--- src/rtl/ll_update_seq.sv ---
// Per-tick lander physics sequencer: alt/vel/fuel updated in 4-digit BCD through one shared adder.
// Optional feature: define LL_UPDATE_FUEL_CLAMP_EN to limit effective thrust to the remaining fuel.

module bcdaddsub4 (
    input  logic [15:0] a_i,
    input  logic [15:0] b_i,
    input  logic        op_i,
    output logic [15:0] y_o
);

    // One BCD digit add with carry; returns {carry_out, digit}.
    function automatic logic [4:0] bcd_digit_add(input logic [3:0] x, input logic [3:0] y, input logic cin);
        logic [4:0] sum;
        sum = {1'b0, x} + {1'b0, y} + {4'b0000, cin};
        if (sum > 5'd9) begin
            bcd_digit_add = {1'b1, 4'(sum - 5'd10)};
        end else begin
            bcd_digit_add = {1'b0, sum[3:0]};
        end
    endfunction

    logic [4:0] dig_s;
    logic [3:0] b_dig_s;
    logic       carry_s;

    // Subtraction is a + 9's complement of b with carry-in 1; the final carry is discarded (mod 10000).
    always_comb begin
        y_o     = 16'h0000;
        carry_s = op_i;
        dig_s   = 5'd0;
        b_dig_s = 4'd0;
        for (int i = 0; i < 4; i++) begin
            if (op_i) begin
                b_dig_s = 4'd9 - b_i[4*i +: 4];
            end else begin
                b_dig_s = b_i[4*i +: 4];
            end
            dig_s          = bcd_digit_add(a_i[4*i +: 4], b_dig_s, carry_s);
            y_o[4*i +: 4]  = dig_s[3:0];
            carry_s        = dig_s[4];
        end
    end

endmodule

module ll_update_seq #(
    parameter logic [15:0] ALT_INIT  = 16'h4500,
    parameter logic [15:0] VEL_INIT  = 16'h0000,
    parameter logic [15:0] FUEL_INIT = 16'h0800,
    parameter logic [15:0] GRAVITY   = 16'h0005
) (
    input  logic        clk,
    input  logic        rst,
    input  logic        tick,
    input  logic        wen,
    input  logic [15:0] thrust,
    output logic [15:0] alt,
    output logic [15:0] vel,
    output logic [15:0] fuel,
    output logic        busy,
    output logic        upd_valid
);

    typedef enum logic [2:0] {
        S_IDLE = 3'd0,
        S_ALT  = 3'd1,
        S_VT   = 3'd2,
        S_VG   = 3'd3,
        S_FUEL = 3'd4,
        S_DONE = 3'd5
    } state_t;

    state_t      state_q, state_d;
    logic [15:0] alt_q, alt_d, vel_q, vel_d, fuel_q, fuel_d;
    logic [15:0] alt_w_q, alt_w_d, vel_w_q, vel_w_d, fuel_w_q, fuel_w_d;
    logic [15:0] thr_eff_q, thr_eff_d, acc_q, acc_d;
    logic [15:0] add_a_s, add_b_s, add_y_s, thr_sel_s;
    logic        add_op_s;

    bcdaddsub4 u_adder (
        .a_i  (add_a_s),
        .b_i  (add_b_s),
        .op_i (add_op_s),
        .y_o  (add_y_s)
    );

    // Effective thrust chosen at capture time.
    always_comb begin
`ifdef LL_UPDATE_FUEL_CLAMP_EN
        if (fuel_q >= thrust) begin
            thr_sel_s = thrust;
        end else begin
            thr_sel_s = fuel_q;
        end
`else
        thr_sel_s = thrust;
`endif
    end

    // Adder operand mux and next-state / datapath updates.
    always_comb begin
        add_a_s   = 16'h0000;
        add_b_s   = 16'h0000;
        add_op_s  = 1'b0;
        state_d   = state_q;
        alt_d     = alt_q;
        vel_d     = vel_q;
        fuel_d    = fuel_q;
        alt_w_d   = alt_w_q;
        vel_w_d   = vel_w_q;
        fuel_w_d  = fuel_w_q;
        thr_eff_d = thr_eff_q;
        acc_d     = acc_q;
        case (state_q)
            S_IDLE: begin
                if (tick && wen) begin
                    alt_w_d   = alt_q;
                    vel_w_d   = vel_q;
                    fuel_w_d  = fuel_q;
                    thr_eff_d = thr_sel_s;
                    state_d   = S_ALT;
                end else begin
                    state_d   = S_IDLE;
                end
            end
            S_ALT: begin
                add_a_s = alt_w_q;
                add_b_s = vel_w_q;
                alt_w_d = add_y_s;
                state_d = S_VT;
            end
            S_VT: begin
                add_a_s = vel_w_q;
                add_b_s = thr_eff_q;
                acc_d   = add_y_s;
                state_d = S_VG;
            end
            S_VG: begin
                add_a_s  = acc_q;
                add_b_s  = GRAVITY;
                add_op_s = 1'b1;
                vel_w_d  = add_y_s;
                state_d  = S_FUEL;
            end
            S_FUEL: begin
                add_a_s  = fuel_w_q;
                add_b_s  = thr_eff_q;
                add_op_s = 1'b1;
                fuel_w_d = add_y_s;
                alt_d    = alt_w_q;
                vel_d    = vel_w_q;
                fuel_d   = add_y_s;
                state_d  = S_DONE;
            end
            S_DONE: begin
                state_d = S_IDLE;
            end
            default: begin
                state_d = S_IDLE;
            end
        endcase
    end

    // State and datapath registers.
    always_ff @(posedge clk or negedge rst) begin
        if (!rst) begin
            state_q   <= S_IDLE;
            alt_q     <= ALT_INIT;
            vel_q     <= VEL_INIT;
            fuel_q    <= FUEL_INIT;
            alt_w_q   <= 16'h0000;
            vel_w_q   <= 16'h0000;
            fuel_w_q  <= 16'h0000;
            thr_eff_q <= 16'h0000;
            acc_q     <= 16'h0000;
        end else begin
            state_q   <= state_d;
            alt_q     <= alt_d;
            vel_q     <= vel_d;
            fuel_q    <= fuel_d;
            alt_w_q   <= alt_w_d;
            vel_w_q   <= vel_w_d;
            fuel_w_q  <= fuel_w_d;
            thr_eff_q <= thr_eff_d;
            acc_q     <= acc_d;
        end
    end

    assign alt       = alt_q;
    assign vel       = vel_q;
    assign fuel      = fuel_q;
    assign busy      = (state_q != S_IDLE);
    assign upd_valid = (state_q == S_DONE);

endmodule
--- config.mk ---
export PLATFORM = sky130hd
export DESIGN_NAME = ll_update_seq
export DESIGN_NICKNAME = d
export VERILOG_FILES = /design/src/rtl/ll_update_seq.sv
export SDC_FILE = /design/constraint.sdc
export NUM_CORES = 1
export LEC_CHECK = 0
export BUFFER_PORTS_ARGS = -buffer_cell sky130_fd_sc_hd__buf_2
export CAP_MARGIN = 40
export CELL_PAD_IN_SITES_DETAIL_PLACEMENT = 1
export CELL_PAD_IN_SITES_GLOBAL_PLACEMENT = 1
export CORE_ASPECT_RATIO = 1.2
export CORE_UTILIZATION = 49
export DETAILED_ROUTE_END_ITERATION = 10
export HOLD_SLACK_MARGIN = 0.03
export PLACE_DENSITY_LB_ADDON = 0.1
export SETUP_SLACK_MARGIN = 0.05
export SLEW_MARGIN = 20
export SYNTH_ARGS = -nofsm -noshare
export SYNTH_HDL_FRONTEND = slang
export SYNTH_SLANG_ARGS = --single-unit
--- constraint.sdc ---
create_clock -name clk -period 21.6 [get_ports clk]
set_input_delay 4.32 -clock clk [delete_from_list [all_inputs] [get_ports clk]]
set_output_delay 4.32 -clock clk [all_outputs]
set_load 0.005 [all_outputs]
After elaboration in Yosys (flattened, before gate mapping)
Index checks and enable logic that the tools add are counted.
{"block": "classes", "addsub": 16, "reduce_logical": 12, "magnitude_cmp": 4, "eq_ne": 6, "muxes": 19}
{"operator": "16-bit case mux with 2 select lines", "n": 3}
{"operator": "16-bit case mux with 4 select lines", "n": 1}
{"operator": "16-bit two-way mux", "n": 3}
{"operator": "16-bit case mux with 3 select lines", "n": 1}
{"operator": "4-bit by 4-bit adder with 5-bit output", "n": 4}
{"operator": "5-bit by 1-bit adder with 5-bit output", "n": 4}
{"operator": "5-bit by 4-bit greater-than comparator with 1-bit output, second input constant", "n": 4}
{"operator": "4-bit two-way mux", "n": 5}
{"operator": "4-bit subtractor, first input constant", "n": 4}
{"operator": "4-bit subtractor, second input constant", "n": 4}
{"operator": "5-bit two-way mux", "n": 3}
{"operator": "3-bit case mux with 5 select lines", "n": 1}
{"operator": "2-bit AND reduction", "n": 4}
{"operator": "3-bit by 2-bit equality test with 1-bit output, second input constant", "n": 2}
{"operator": "3-bit equality test, second input constant", "n": 2}
{"operator": "2-bit nonzero test", "n": 3}
{"operator": "2-bit OR reduction", "n": 2}
{"operator": "3-bit by 1-bit equality test with 1-bit output, second input constant", "n": 1}
{"operator": "3-bit logical NOT", "n": 1}
{"operator": "3-bit nonzero test", "n": 1}
{"operator": "1-bit two-way mux", "n": 2}
{"operator": "2-bit inequality test, second input constant", "n": 1}
{"operator": "1-bit logical AND", "n": 1}
{"block": "word_totals", "regBits": 131}

Longest topological paths before layout
Gate-level depths: netlist of run 1.
{"block": "depth", "depth_word": 19, "mapped_depth": 40, "depth_no_buf": 38}

Cells and area by module
A second synthesis of run 1 with hierarchy kept.
{"block": "unflattened", "cells_unflattened": 762, "hier_area_um2": 7148.1}
{"module": "ll_update_seq", "n_inst": 1, "seq_area_each_um2": 3283.1, "cells_per_inst": 630, "area_each_um2": 6069.6}
{"module": "bcdaddsub4", "n_inst": 1, "seq_area_each_um2": 0.0, "cells_per_inst": 132, "area_each_um2": 1078.5}

Worst setup path after synthesis of run 1
Ideal clock, no wire load.
{"block": "synth_timing", "path_kind": "reg-to-reg", "start": "register state_q[2]", "end": "register fuel_w_q[14]", "setup_time_ps": 83, "stages_incl_launch_ff": 40, "required_time_ps": 21517, "arrival_time_ps": 9101, "n_path_buf": 3, "setup_slack_ps": 12416, "period_less_slack_ps": 9184, "path_cell_list": "dfrtp_1 -> buf_4 -> clkbuf_1 -> nor3_1 -> clkbuf_1 -> a21oi_1 -> ha_1 -> nand2_1 -> o21ai_1 -> ha_1 -> xor2_1 -> ha_1 -> nand2_1 -> o2111a_1 -> o21bai_1 -> o31a_1 -> fa_1 -> inv_1 -> [4 not listed] -> o41a_1 -> fa_1 -> inv_1 -> fa_1 -> inv_1 -> ha_1 -> a21boi_0 -> o41a_1 -> fa_1 -> inv_1 -> fa_1 -> inv_1 -> ha_1 -> a21oi_1 -> a311oi_2 -> mux2_2 -> or2_1 -> o21ai_0"}
{"block": "synth_between", "elab_chain_cells": 19, "word_cells_on_any_way": 39, "cone_classes": "13 x add/sub; 4 x order compare; 5 x eq/ne; 12 x mux; 5 x reduce/logical"}
{"element": "from (decl)", "line": "73", "source": "state_t state_q, state_d;"}
{"element": "from (signal assigned)", "line": "177", "source": "state_q <= state_d;"}
{"element": "3-bit equality test / 3-bit by 2-bit equality test with 1-bit output (equally long branches)", "line": "114", "source": "case (state_q)"}
{"element": "2-bit OR reduction (no source line)"}
{"element": "16-bit case mux with 3 select lines", "line": "114"}
{"element": "4-bit subtractor", "line": "34", "source": "b_dig_s = 4'd9 - b_i[4*i +: 4];"}
{"element": "4-bit two-way mux", "line": "33", "source": "if (op_i) begin"}
{"element": "4-bit by 4-bit adder with 5-bit output", "line": "14", "source": "sum = {1'b0, x} + {1'b0, y} + {4'b0000, cin};"}
{"element": "5-bit by 1-bit adder with 5-bit output", "line": "14"}
{"element": "5-bit by 4-bit greater-than comparator with 1-bit output", "line": "15", "source": "if (sum > 5'd9) begin"}
{"element": "[3 not listed]"}
{"element": "5-bit two-way mux", "line": "15"}
{"element": "5-bit by 1-bit adder with 5-bit output", "line": "14"}
{"element": "5-bit by 4-bit greater-than comparator with 1-bit output", "line": "15"}
{"element": "5-bit two-way mux", "line": "15"}
{"element": "5-bit by 1-bit adder with 5-bit output", "line": "14"}
{"element": "4-bit subtractor / 5-bit by 4-bit greater-than comparator with 1-bit output (equally long branches)", "line": "16, 15"}
{"element": "4-bit two-way mux", "line": "15"}
{"element": "16-bit case mux with 2 select lines", "line": "114"}
{"element": "to (signal assigned)", "line": "183", "source": "fuel_w_q <= fuel_w_d;"}
{"element": "to (decl)", "line": "75", "source": "logic [15:0] alt_w_q, alt_w_d, vel_w_q, vel_w_d, fuel_w_q, fuel_w_d;"}
Parallel ways exist; a longest one is shown, timed or not.
A chain may end at the register's enable or synchronous reset.

Final worst setup path of run 1
{"block": "layout_timing", "start": "register state_q[0]", "end": "register fuel_w_q[14]"}
The elaborated chain is that of the path after synthesis.

==> flow_summary_export.csv, run 1 <==
group,metric,value,unit
outcome,status,"finished with violations",
outcome,violations,"DRC",
timing,hold_viol,0,
pwr,power.share.switching,0.478,
floorplan,die_y,134,µm
cts,cts_setup_buffers,0,
floorplan,initial_utilization,0.508,
timing,max_freq,0.0894,GHz
logic_synthesis,synthMostInstantiatedCell,"nand2_1",
timing,final_min_period_over_clock_period,0.518,
worst_hold_path,min_to,"alt[10]$_DFFE_PN1N_",
cts,clk_latency,0.43,ns
global_routing,antenna_found_initial,0,
cts,cts.reportedPaths.clkPinSlew,0.06,ns
timing,period_minus_slack,11.18,ns
logic_synthesis,synth_common_cells,"nand2_1, dfrtp_1, a22oi_1, o21ai_0, nor2_1",
cts,htree_levels,4,
setup_path,crit_path_top_delay_cell,"dfrtp_1",
drt,first_pass_iters,7,
logic_synthesis,synth_seq_cells,131,
setup_path,cp_common_cell,"fa_1",
pwr,p_int,881,µW
setup_path,cp_slowest_stage_delay,0.88,ns
floorplan,io_pins,70,
drt,wl,24000,µm
timing,rsz0062_at_grt,"no",
global_routing,track_usage,0.344,
final_layout,diodes,0,
worst_hold_path,holdPathStages,2,
cts,cts-resized-gates,0,
pwr,finalPower,1690,µW
place,port_buffers,69,
logic_synthesis,ys_warn_count,0,
timing,setup_viol,0,
setup_path,crit_path_start_kind,"flip-flop",
logic_synthesis,synth_cells,784,
floorplan,num_rows,47,
timing,worstMarginPinSlew,0.829,ns
final_layout,layout-drive-gt1-share,0.174,
timing,maxSlewHeadroom,0.447,
pwr,ir_drop,99.3,µV
logic_synthesis,ys_seq_area_frac,0.464,
pwr,power_frac_clock,0.186,
cts,cts_tree,"built",
logic_synthesis,synth_top_cell_by_area,"dfrtp_1",
pwr,power_density,206,nW/µm²
global_routing,grt_max_degree,68,
timing,fin_setup_tns,0,ns
worst_hold_path,holdCritPathClass,"flip-flop to flip-flop",
setup_path,worst-r2r-cell-count,36,
final_layout,post-route-cell-area,8220,µm²
setup_path,critPathCaptureType,"flip-flop",
floorplan,die_w,112,µm
pwr,p_leak,0.00401,µW
floorplan,core,13900,µm²
global_routing,grt-ovfl-total,0,
worst_hold_path,worstHoldStart,"alt[10]$_DFFE_PN1N_",
logic_synthesis,synth.area.top_cells,"dfrtp_1, nand2_1, a22oi_1, ha_1, o21ai_0",
logic_synthesis,netlist_area,7080,µm²
logic_synthesis,synthFlopType,"dfrtp_1",
drt,routed_via_density,6.19,
place,dp_hpwl,16500,µm
setup_path,worstReg2RegEnd,"fuel_w_q[14]$_DFFE_PN0P_",
logic_synthesis,synth_nets,834,
pwr,pwr-share-comb,0.545,
drt,via_count,6333,
global_routing,grt_pass1_vias,6921,
place,place_area,7570,µm²
drt,drtIter0Drc,355,
logic_synthesis,ys_types,62,
setup_path,worstPathMaxFanout,24,
cts,cts.sinks,131,
setup_path,rrSetupSlack,10.42,ns
floorplan,die-area,14900,µm²
final_layout,area_growth,16.2,%
logic_synthesis,async_reset_ff_frac,1.00,
timing,drv_slew,0,
setup_path,crit_type,"flip-flop to flip-flop",
cts,cts_root_buffer,"clkbuf_16",
drt,drc,2,
cts,cts_hold_buf,0,
logic_synthesis,yosys.area.top_type_share,0.449,
logic_synthesis,synth_edf_count,0,
cts,cts_made_buffers,17,
timing,final.setup_skew,0.00900,ns
pwr,seqPwrFrac,0.269,
cts,cts_max_path_buffers,2,
setup_path,rr_startpoint,"state_q[0]$_DFF_PN0_",
pwr,netSwitchingPower,809,µW
logic_synthesis,avgSynthCellArea,9.02,µm²
global_routing,grt_first_pass_wirelength,38500,µm
setup_path,required,21.94,ns
drt,antenna_left,0,
drt,wl_per_cell,23.5,µm
job,cap_violations,0,
final_layout,nets,889,
setup_path,arrival,11.52,ns
place,gp_congestion,0.929,
[worst max path at each step]
| stage | end | from | slack (ns) |
|---|---|---|---|
| 2_1_floorplan | fuel_w_q[14]$_DFFE_PN0P_ | state_q[2]$_DFF_PN0_ | 12.42 |
| 3_3_place_gp | fuel_w_q[14]$_DFFE_PN0P_ | state_q[2]$_DFF_PN0_ | 11.10 |
| 3_5_place_dp | fuel_w_q[14]$_DFFE_PN0P_ | state_q[0]$_DFF_PN0_ | 10.66 |
| 4_1_cts | fuel_w_q[14]$_DFFE_PN0P_ | state_q[0]$_DFF_PN0_ | 10.47 |
| 5_1_grt | fuel_w_q[14]$_DFFE_PN0P_ | state_q[0]$_DFF_PN0_ | 9.69 |
| 6_report | fuel_w_q[14]$_DFFE_PN0P_ | state_q[0]$_DFF_PN0_ | 10.42 |
[layer usage]
metal / GRT usage / vias up / share of wire
met5: 0 / - / 0
met4: 0.244 / 0 / 0.063
met3: 0.0591 / 75 / 0.043
met2: 0.602 / 202 / 0.52
met1: 0.379 / 3229 / 0.37
li1: - / 2827 / -
[critical path, delay by kind of cell, from the launching register on]
kind                       cells  cell delay (ns)
adders and majority gates     11             3.73
AOI/OAI and AO/OA             11             2.39
and+or+nand+nor                6             2.37
DFF                            1             0.88
xor gates and xnor gates       2             0.75
buffers and inverters          5             0.55
muxes                          1             0.44
[layout by cell type (no fill, tap or decap), drive strengths merged, types with 7 or more instances in the layout]
cell and count:
buf 82, a21oi 38, nand2 221, mux2 7
inv 26, ha 23, or2 8, o21ai 64
dfrtp 127, nor2b 9, nor2 46, fa 7
clkbuf 19, a22oi 56, xnor2 12, mux2i 12
and3 9
[sequential cells by signal, summed over array words and instances, names as in the netlist]
signal,count
acc_q,16
alt,16
alt_w_q,16
fuel,16
fuel_w_q,16
thr_eff_q,16
vel,16
vel_w_q,16
state_q,3
[cell type report]
type	instances	area [µm²]
clock inverter	13	193
fill	1647	5720
multi-input combinational	587	3530
timing repair buffer	82	488
tap	171	214
clock buffer	19	443
sequential	131	3280
inverter	20	75.1
[cells by family after synthesis]
family                   share of synthesized area
XOR/XNOR                                    0.0173
multiplexers                                0.0281
adder cells (fa/ha/maj)                     0.0605
AND/OR/NAND/NOR                              0.191
buffers and inverters                       0.0394
AO/OA/AOI/OAI                                0.200
flip-flops                                   0.464
[power groups by stage]
stage	logic [µW]	clock network (µW)	registers (µW)
6_report	922	314	455
5_1_grt	1000	327	465
4_1_cts	918	317	452
3_5_place_dp	900	0	454
3_3_place_gp	842	0	447
2_1_floorplan	602	0	415
[metrics by stage]
stage / util / instances / hold slack [ns] / worst slack (ns)
floorplan: - / 784 / 0.444 / 12.42
global placement: 0.539 / 987 / 0.453 / 11.10
detailed placement: 0.543 / 990 / 0.464 / 10.66
CTS: 0.589 / 1022 / 0.471 / 10.47
global route: 0.590 / 1023 / 0.477 / 9.69
finish: 0.590 / 1023 / 0.471 / 10.42
Note: power is estimated with default switching activity, not from simulation.
==> run 2: changes to the inputs <==
--- a/config.mk
+++ b/config.mk
@@ -5,12 +5,13 @@
 export SDC_FILE = /design/constraint.sdc
 export NUM_CORES = 1
 export LEC_CHECK = 0
+export ABC_AREA = 1
 export BUFFER_PORTS_ARGS = -buffer_cell sky130_fd_sc_hd__buf_2
 export CAP_MARGIN = 40
 export CELL_PAD_IN_SITES_DETAIL_PLACEMENT = 1
 export CELL_PAD_IN_SITES_GLOBAL_PLACEMENT = 1
 export CORE_ASPECT_RATIO = 1.2
-export CORE_UTILIZATION = 49
+export CORE_UTILIZATION = 41
 export DETAILED_ROUTE_END_ITERATION = 10
 export HOLD_SLACK_MARGIN = 0.03
 export PLACE_DENSITY_LB_ADDON = 0.1
==> constraint.sdc (replaced) <==
create_clock -name clk -period 10.05 [get_ports clk]
set_input_delay 2.01 -clock clk [delete_from_list [all_inputs] [get_ports clk]]
set_output_delay 2.01 -clock clk [all_outputs]
set_load 0.005 [all_outputs]
==> run 2 against run 1 <==
Net effect:
- the run now ends clean
- clock skew is essentially flat
- via count decreased by 7.9%
- die area increased by 15%
- synthesized cell count unchanged
- critical path type unchanged
- largest cell class is now registers
==> flow_summary_export.csv, run 2 <==
group,metric,value,unit
setup_path,crit_path_top_delay_cell,"dfrtp_1",
worst_hold_path,min_to,"fuel_w_q[13]$_DFFE_PN0P_",
global_routing,track_usage,0.263,
final_layout,fill_cells,1931,
drt,antenna_left,0,
logic_synthesis,async_reset_ff_frac,1.00,
final_layout,layout-drive-gt1-share,0.190,
cts,cts_root_buffer,"clkbuf_16",
global_routing,grt_pass1_vias,6356,
global_routing,grt_first_pass_wirelength,34100,µm
logic_synthesis,synth_cells,784,
timing,fin_setup_tns,0,ns
place,gp_congestion,0.852,
logic_synthesis,synthMuxAreaShare,0.0263,
floorplan,initial_utilization,0.420,
setup_path,rrSetupSlack,0.80,ns
final_layout,mostFrequentLayoutCells,"nand2_1, dfrtp_1, inv_1, o21ai_0, buf_2",
final_layout,area_growth,18.4,%
setup_path,worstReg2RegEnd,"fuel_w_q[15]$_DFFE_PN0P_",
drt,drc,0,
timing,period_minus_slack,9.25,ns
cts,cts_hold_buf,0,
place,port_buffers,69,
cts,clk_latency,0.43,ns
timing,hold_viol,0,
setup_path,worstPathMaxFanout,47,
logic_synthesis,synth-xor-area-share,0.0179,
final_layout,final_common_cell,"nand2_1",
floorplan,core,16300,µm²
logic_synthesis,synth_common_cells,"nand2_1, dfrtp_1, inv_1, o21ai_0, clkbuf_1",
drt,routed_via_density,5.43,
final_layout,multi_input_area,3050,µm²
floorplan,num_rows,51,
timing,drv_slew,0,
setup_path,critPathCaptureType,"flip-flop",
final_layout,seqCellArea,3280,µm²
final_layout,nets,899,
setup_path,required,10.40,ns
setup_path,rr_startpoint,"state_q[1]$_DFF_PN0_",
setup_path,cp_common_cell,"inv_1",
floorplan,die_y,143,µm
logic_synthesis,synth_top_family_by_area,"simple AND/OR/NAND/NOR gates",
worst_hold_path,worstHoldStart,"fuel_w_q[13]$_DFFE_PN0P_",
cts,cts_max_path_buffers,2,
logic_synthesis,synthMostInstantiatedCell,"nand2_1",
setup_path,crit_path_start_kind,"flip-flop",
drt,via_count,5835,
logic_synthesis,avgSynthCellArea,8.72,µm²
timing,worstMarginPinSlew,0.756,ns
timing,max_freq,0.108,GHz
timing,maxSlewHeadroom,0.494,
logic_synthesis,ys_seq_area_frac,0.480,
floorplan,die-area,17200,µm²
job,cap_violations,0,
cts,htree_levels,4,
global_routing,grt_max_degree,70,
worst_hold_path,holdPathStages,2,
drt,drtIter0Drc,273,
setup_path,crit_type,"flip-flop to flip-flop",
logic_synthesis,ys_warn_count,0,
setup_path,worst-r2r-cell-count,48,
cts,cts.reportedPaths.clkPinSlew,0.06,ns
floorplan,io_pins,70,
place,dp_hpwl,14000,µm
logic_synthesis,synthSimpleGateAreaFrac,0.187,
logic_synthesis,yosys.area.top_type_share,0.465,
timing,final_min_period_over_clock_period,0.920,
final_layout,diodes,0,
worst_hold_path,holdCritPathClass,"flip-flop to flip-flop",
timing,setup_viol,0,
logic_synthesis,synth_edf_count,0,
logic_synthesis,synth_fa_ha_area_frac,0.0626,
setup_path,arrival,9.60,ns
global_routing,grt-ovfl-total,0,
outcome,status,"completed",
cts,cts_made_buffers,17,
global_routing,antenna_found_initial,0,
logic_synthesis,synth-compound-area-share,0.150,
logic_synthesis,netlist_area,6840,µm²
timing,final.setup_skew,0.00869,ns
logic_synthesis,synth_seq_cells,131,
drt,wl,21000,µm
logic_synthesis,synthFlopType,"dfrtp_1",
logic_synthesis,synth_top_cell_by_area,"dfrtp_1",
logic_synthesis,synth_nets,834,
logic_synthesis,ys_types,46,
logic_synthesis,synth.area.top_cells,"dfrtp_1, nand2_1, inv_1, o21ai_0, ha_1",
drt,first_pass_iters,4,
cts,cts_tree,"built",
timing,rsz0062_at_grt,"no",
setup_path,cp_slowest_stage_delay,0.52,ns
floorplan,die_w,120,µm
drt,wl_per_cell,19.5,µm
cts,cts.sinks,131,
run 2: stage by stage:
stage / util / instance area (µm²) / worst slack, ns / cells / hold WS, ns
3_5_place_dp: 0.458 / 7450 / 0.924 / 1041 / 0.466
3_3_place_gp: 0.454 / 7390 / 1.50 / 1038 / 0.456
6_report: 0.498 / 8100 / 0.799 / 1074 / 0.481
5_1_grt: 0.498 / 8100 / 0.115 / 1074 / 0.506
4_1_cts: 0.495 / 8060 / 0.737 / 1073 / 0.483
2_1_floorplan: - / 6840 / 2.05 / 784 / 0.442
run 2: metal layers:
metal  track usage  part of all wire  wire length, µm  vias up
li1              -                 -                -     2720
met1         0.316              0.42             8790     2944
met2         0.460              0.51            10700      136
met3        0.0488             0.042              885       35
met4         0.111             0.029              598        0
met5             0                 0                0        -
run 2: layout make-up:
type,count,area share
clock buffers,20,0.0564
clock inverters,12,0.0192
repair buffers,82,0.0623
inverters,102,0.0476
multi-input cells,515,0.376
flip-flops and latches,131,0.405
well taps,212,0.0328
run 2: repair_timing:
action / 4_1_cts / 5_1_grt
gates resized for setup: 0 / 2
setup endpoints to repair: 0 / 2
setup buffers: 0 / 0
run 2: logic make-up after synthesis:
logic type               count (synthesis)
flip-flops                             131
adder cells (fa/ha/maj)                 30
XOR/XNOR                                14
buffers and inverters                  138
AND/OR/NAND/NOR                        297
AO/OA/AOI/OAI                          158
multiplexers                            16
run 2: critical path: cells and delay by family (launching register included):
family	cells	cell delay, ns
fa+ha+maj	12	3.88
simple gates	17	2.19
buf+inv	11	1.15
xor+xnor	3	0.80
compound gates	5	0.64
flops	1	0.52
run 2: worst max-delay path by stage:
stage	cells after the start	endpoint	slack, ns	start
after floorplan	48	fuel_w_q[15]$_DFFE_PN0P_	2.05	state_q[1]$_DFF_PN0_
after global placement	48	fuel_w_q[15]$_DFFE_PN0P_	1.50	state_q[1]$_DFF_PN0_
after detailed placement	48	fuel_w_q[15]$_DFFE_PN0P_	0.92	state_q[1]$_DFF_PN0_
after CTS	48	fuel_w_q[15]$_DFFE_PN0P_	0.74	state_q[1]$_DFF_PN0_
after global routing	49	fuel_w_q[13]$_DFFE_PN0P_	0.12	state_q[1]$_DFF_PN0_
final	48	fuel_w_q[15]$_DFFE_PN0P_	0.80	state_q[1]$_DFF_PN0_
Power of run 2 is left out: the tool's default activity adds up to more than one toggle a clock period on the data nets, which glitch-free logic cannot reach.
